`src/rtl/matvec_ctrl.sv`:
```
// Control FSM for the KxK matrix-vector multiplier: loads matrix/vector memories,
// sequences the per-row multiply-accumulate and runs the output handshake.
module matvec_ctrl #(
    parameter  int K  = 8,
    localparam int MW = (K * K > 1) ? $clog2(K * K) : 1,
    localparam int XW = (K > 1) ? $clog2(K) : 1
) (
    input  logic          clk,
    input  logic          reset,
    input  logic          input_valid,
    output logic          input_ready,
    input  logic          new_matrix,
    output logic          output_valid,
    input  logic          output_ready,
    output logic [MW-1:0] addr_m,
    output logic          wr_en_m,
    output logic [XW-1:0] addr_x,
    output logic          wr_en_x,
    output logic          en_acc,
    output logic          clear_acc
);

    typedef enum logic [2:0] {
        START  = 3'd0,
        LOAD_M = 3'd1,
        LOAD_X = 3'd2,
        MAC    = 3'd3,
        DRAIN  = 3'd4,
        OUT    = 3'd5
    } state_t;

    localparam logic [MW-1:0] N_LAST = MW'(K * K - 1);
    localparam logic [XW-1:0] K_LAST = XW'(K - 1);
    localparam logic [MW-1:0] K_ROW  = MW'(K);

    state_t        state, state_nxt;
    logic [MW-1:0] n, n_nxt;
    logic [XW-1:0] k, k_nxt;
    logic [XW-1:0] r, r_nxt;
    logic [XW-1:0] c, c_nxt;

    logic          can_load;
    logic          accept;
    logic          wr_m, wr_x, ov;
    logic [MW-1:0] am;
    logic [XW-1:0] ax;
    logic          issue_p0, first_p0;
    logic          vld_p1, clr_p1;

    // input_ready is a pure function of state (and reset), never of input_valid
    assign can_load    = (state == START) || (state == LOAD_M) || (state == LOAD_X);
    assign input_ready = can_load && !reset;
    assign accept      = input_valid && input_ready;

    always_comb begin
        state_nxt = state;
        n_nxt     = n;
        k_nxt     = k;
        r_nxt     = r;
        c_nxt     = c;
        wr_m      = 1'b0;
        wr_x      = 1'b0;
        ov        = 1'b0;
        am        = '0;
        ax        = '0;
        issue_p0  = 1'b0;
        first_p0  = 1'b0;
        case (state)
            START: begin
                if (accept) begin
                    if (new_matrix) begin
                        wr_m      = 1'b1;
                        n_nxt     = MW'(1);
                        state_nxt = LOAD_M;
                    end else begin
                        wr_x      = 1'b1;
                        k_nxt     = XW'(1);
                        state_nxt = LOAD_X;
                    end
                end
            end
            LOAD_M: begin
                am = n;
                if (accept) begin
                    wr_m = 1'b1;
                    if (n == N_LAST) begin
                        k_nxt     = '0;
                        state_nxt = LOAD_X;
                    end else begin
                        n_nxt = n + MW'(1);
                    end
                end
            end
            LOAD_X: begin
                ax = k;
                if (accept) begin
                    wr_x = 1'b1;
                    if (k == K_LAST) begin
                        r_nxt     = '0;
                        c_nxt     = '0;
                        state_nxt = MAC;
                    end else begin
                        k_nxt = k + XW'(1);
                    end
                end
            end
            MAC: begin
                am       = MW'(r) * K_ROW + MW'(c);
                ax       = c;
                issue_p0 = 1'b1;
                first_p0 = (c == '0);
                if (c == K_LAST) begin
                    state_nxt = DRAIN;
                end else begin
                    c_nxt = c + XW'(1);
                end
            end
            DRAIN: begin
                am        = MW'(r) * K_ROW + MW'(c);
                ax        = c;
                state_nxt = OUT;
            end
            OUT: begin
                am = MW'(r) * K_ROW + MW'(c);
                ax = c;
                ov = 1'b1;
                if (output_ready) begin
                    if (r == K_LAST) begin
                        state_nxt = START;
                    end else begin
                        r_nxt     = r + XW'(1);
                        c_nxt     = '0;
                        state_nxt = MAC;
                    end
                end
            end
            default: state_nxt = START;
        endcase
    end

    always_ff @(posedge clk) begin
        if (reset) begin
            state <= START;
            n     <= '0;
            k     <= '0;
            r     <= '0;
            c     <= '0;
        end else begin
            state <= state_nxt;
            n     <= n_nxt;
            k     <= k_nxt;
            r     <= r_nxt;
            c     <= c_nxt;
        end
    end

    // p0 -> p1: accumulate controls trail the address issue by the memory read latency
    always_ff @(posedge clk) begin
        if (reset) begin
            vld_p1 <= 1'b0;
            clr_p1 <= 1'b0;
        end else begin
            vld_p1 <= issue_p0;
            clr_p1 <= issue_p0 && first_p0;
        end
    end

    assign wr_en_m      = wr_m && !reset;
    assign wr_en_x      = wr_x && !reset;
    assign output_valid = ov && !reset;
    assign addr_m       = reset ? '0 : am;
    assign addr_x       = reset ? '0 : ax;
    assign en_acc       = vld_p1 && !reset;
    assign clear_acc    = clr_p1 && !reset;

endmodule

```
`config.mk`:
```
export PLATFORM = sky130hd
export DESIGN_NAME = matvec_ctrl
export DESIGN_NICKNAME = d
export VERILOG_FILES = /design/src/rtl/matvec_ctrl.sv
export SDC_FILE = /design/constraint.sdc
export NUM_CORES = 1
export LEC_CHECK = 0
export BUFFER_PORTS_ARGS = -buffer_cell sky130_fd_sc_hd__clkbuf_2
export CAP_MARGIN = 20
export CORE_UTILIZATION = 35
export CTS_BUF_LIST = sky130_fd_sc_hd__clkbuf_16
export CTS_CLUSTER_DIAMETER = 120
export DETAILED_ROUTE_END_ITERATION = 10
export PLACE_DENSITY = 0.63
export SKIP_LAST_GASP = 1
export SLEW_MARGIN = 10
export SYNTH_ARGS = -nofsm -noshare
export SYNTH_HDL_FRONTEND = slang
export SYNTH_SLANG_ARGS = --single-unit
```
`constraint.sdc`:
```
create_clock -name clk -period 3.09 [get_ports clk]
set_input_delay 0.618 -clock clk [delete_from_list [all_inputs] [get_ports clk]]
set_output_delay 0.618 -clock clk [all_outputs]
set_load 0.01 [all_outputs]
```
# == Word-level counts from Yosys, hierarchy flattened ==
# Cells that the tools add are included.
# totals
reg_bits,20
output_inout_bits,15
wordCells,102
# op_classes
add_sub_neg,5
n_eq_ne,22
mux,45
reduce_logical,23
# ops
operator,count
3-bit two-way mux,21
6-bit two-way mux,5
6-bit one-hot mux with 2 select lines,2
2-bit != test (second input constant),11
3-bit one-hot mux with 3 select lines,2
3-bit one-hot mux with 6 select lines,1
3-bit == test (second input constant),5
7-bit AND reduction,2
3-bit one-hot mux with 2 select lines,2
5-bit AND reduction,2
3-bit by 1-bit adder with 3-bit output (second input constant),3
1-bit logical AND,8
1-bit two-way mux,8
6-bit by 1-bit adder with 6-bit output (second input constant),1
6-bit by 3-bit adder with 6-bit output,1
3-bit by 2-bit == test with 1-bit output (second input constant),2
6-bit == test (second input constant),1
3-bit logical NOT,2
6-bit AND reduction,1
3-bit nonzero test,2
2-bit two-way mux,2
2-bit by 1-bit != test with 1-bit output (second input constant),2
1-bit one-hot mux with 2 select lines,2
2-bit nonzero test,2
other kinds (4),5

# == Longest topological paths before layout ==
# logic_depth
ltp_word,8
mapped_depth,6
mapped_depth_nobuf,6

# == Least setup slack after synthesis ==
# No wires, ideal clock.
# synth_path
kind,input port to output port
from,input reset
to,output wr_en_x
t_arrival_ps,1672
required_ps,2472
path_slack_ps,800
cell_stages,4
n_path_buf,1
cell_sequence,clkbuf_1 > a211oi_1 > nand2_1 > a211oi_1
# synth_via
elab_chain_len,6
elab_cells_between_ends,7
cone_classes,mux (3); reduce/logical (4)
# synth_rtl
element,line,text
"start, declared",9,"input logic reset,"
1-bit logical NOT (*),52,assign input_ready = can_load && !reset;
1-bit logical AND (*),52,
named net input_ready,11,"output logic input_ready,"
1-bit logical AND (*),53,assign accept = input_valid && input_ready;
"1-bit two-way mux, on equally long branches","96, 70",
1-bit one-hot mux with 2 select lines (*),68,case (state)
1-bit logical AND (*),169,assign wr_en_x = wr_x && !reset;
"end, declared",18,"output logic wr_en_x,"
# The timed path passes the listed nets; every way through them passes the cells marked *.

# == Worst setup path after layout ==
# layout_path
from,register state[0]
to,output wr_en_m
# layout_via
elab_chain_len,8
elab_cells_between_ends,11
cone_classes,eq/ne (2); mux (3); reduce/logical (6)
# layout_rtl
element,line,text
"start, declared",36,"state_t state, state_nxt;"
"start signal, assigned",149,state <= state_nxt;
3-bit by 1-bit == test with 1-bit output or 3-bit logical NOT (tied branches),"51, 68",
1-bit logical OR (2 in a row),51,assign can_load = (state == START) || (state == LOAD_M) || (state == LOAD_X);
1-bit logical AND,52,
1-bit logical AND,53,
"1-bit two-way mux, on equally long branches","84, 70",
1-bit one-hot mux with 2 select lines (*),68,
1-bit logical AND (*),168,assign wr_en_m = wr_m && !reset;
"end, declared",16,"output logic wr_en_m,"
# Mark *: on every way between the ends. The rest lies on a longest branch, timed or not.

==> flow_summary.ini <==
[timing]
worstMarginPinSlew_ns = 0.720
finalMaxSlewViolations = 0
fin_ws_ns = 0.545
setup_viol = 0
timing.final.crit_period_ns = 2.55
hold_viol = 0
whs_ns = 0.496
tns_ns = 0
rsz0062_at_grt = no
relSlewSlack = 0.520
clock.fmax_mhz = 393
fin_crit_sh = 0.824
fin_worst_skew_ns = 0.00390

[layout]
drive_above_1_share = 0.160
nNetsFinal = 208
diodes = 0
n_fill_cell = 377
mostFrequentLayoutCells = 20 x dfxtp_1, 19 x clkbuf_2, 17 x nand2_1, 17 x nor2_1, 15 x a21oi_1
fin_cells = 242
final_common_cell = dfxtp_1
area_growth_pct = 14.6
finalCoreUtilization = 0.430
postLayoutCellArea_um2 = 1620

[critical_path]
critPathCaptureType = primary output
worstSetupPathType = flop to primary output
path_max_fanout = 21
crit_arrival_ns = 1.93
slowest_stage = dfxtp_1
r2r-start = state[0]
cp_cell_sequence = nor2_1 > or4_1 > inv_2 > clkbuf_2
critical-path-max-stage-delay_ns = 0.75
start_kind = flop
startpoint = state[0]
worstPathRequired_ns = 2.47

[die]
fp.dieH_um = 65.6
core_area_um2 = 3770
start_util = 0.375
dieArea_um2 = 4300
std_cell_rows = 22
die_w_um = 65.6
io_pins = 20

[placed_design]
dpl.cell_count = 238
numPortBuffers = 19
pre_cts_slack_ns = 0.824
place_area_um2 = 1540
gp_congestion = 0.763
post-dp-hpwl_um = 2350

[route]
postRouteAntennaNets = 0
drc = 0
drt_wl_total_um = 3190
vias_per_cell = 5.43
num_vias = 1314
dr.pass1.iters = 4
first_iter_violations = 44
avgRoutedWirePerCell_um = 13.2

[status]
status = complete, no violations

[hold_path]
hp-start = k[1]
min_path_type = flop to flop

[cts]
htreeDepth = 1
cts_buffer_depth = 2
cts_resized = 0
cts.clk_slew.worst_paths_ns = 0.06
cts_tree = built
clk_latency_ns = 0.25
cts_buffers = 3
ctsRootBufferMaster = clkbuf_16
clkSinkCount = 20
hold_buffers = 0
cts_setup_buffers = 0

[job]
drv_cap = 0

[global_route]
grt_max_degree = 34
antenna_found_initial = 0
grt_first_pass_wirelength_um = 5510
grt_pass1_vias = 1215
overflow = 0
grt_usage = 0.165

[synthesis]
syn_nets = 192
syn_inst = 179
synthFlopType = dfxtp_1
syn-cell-area_um2 = 1420
synth_edf_count = 0
synth_seq_area_share = 0.283
synthArstFlopShare = 0
syn_avg_cell_area_um2 = 7.91
synth_seq_cells = 20
yosysUniqueCellTypes = 45
yosysWarnings = 0

[power]
leakage_nw = 0.639
max-vdd-ir-drop_mv = 0.258
p_per_area_nw_per_um2 = 455
p_total_mw = 0.737
## final timing paths
path         slack, ns  endpoint  depth (start not counted)
min               0.50      k[1]                          2
max               0.54   wr_en_m                          4
max reg2reg       0.95      n[4]                          4
min reg2reg       0.50      k[1]                          2
## kinds of logic after synthesis
group	after synthesis	share of synthesized area
AOI/OAI and AO/OA	48	0.238
adders and majority gates	8	0.0707
buffers and inverters	18	0.0539
DFF	20	0.283
muxes	9	0.0645
and+or+nand+nor	76	0.290
## power by group
group	total (mW)	internal (mW)	switching, mW
Clock	0.268	0.172	0.0954
Combinational	0.159	0.0744	0.0843
Sequential	0.311	0.271	0.0401
## area by class of cell
type	instances	area, um^2	share of cell area
clock buffers	3	75.1	0.0463
inverters	7	26.3	0.0162
repair buffers	22	118	0.0725
well taps	48	60.1	0.0370
multi-input cells	141	938	0.579
clock inverters	1	3.75	0.00231
flip-flops and latches	20	400	0.247
## registers in the layout, summed over array words and instances, names as in the netlist
register / count
c: 3
state: 3
k: 3
vld_p1: 1
clr_p1: 1
r: 3
n: 6
## cells in the mapped netlist, drive strengths merged, types with 3 or more instances
library cell | count | area share
a211oi | 6 | 0.041
inv | 7 | 0.019
nor2 | 17 | 0.045
ha | 8 | 0.071
a22oi | 4 | 0.021
o21ai | 7 | 0.025
nor2b | 4 | 0.018
dfxtp | 20 | 0.28
nand3b | 3 | 0.016
nand3 | 8 | 0.028
mux2i | 8 | 0.057
nand2b | 13 | 0.057
a311oi | 3 | 0.023
nand2 | 17 | 0.045
clkbuf | 9 | 0.024
a21oi | 15 | 0.053
## routing by layer
| layer | wire length, um | global-route usage | part of all wire | vias up |
|---|---|---|---|---|
| li1 | - | - | - | 685 |
| met1 | 1530 | 0.211 | 0.48 | 604 |
| met2 | 1530 | 0.268 | 0.48 | 23 |
| met3 | 112 | 0.0451 | 0.035 | 2 |
| met4 | 19 | 0.0462 | 0.0060 | 0 |
| met5 | 0 | 0 | 0 | - |
## critical path: cells and delay by family (launching register included)
kind                   cells  cell delay [ns]
buffers and inverters      2             0.24
DFF                        1             0.75
and+or+nand+nor            2             0.69
(Power assumes the default switching activity.)
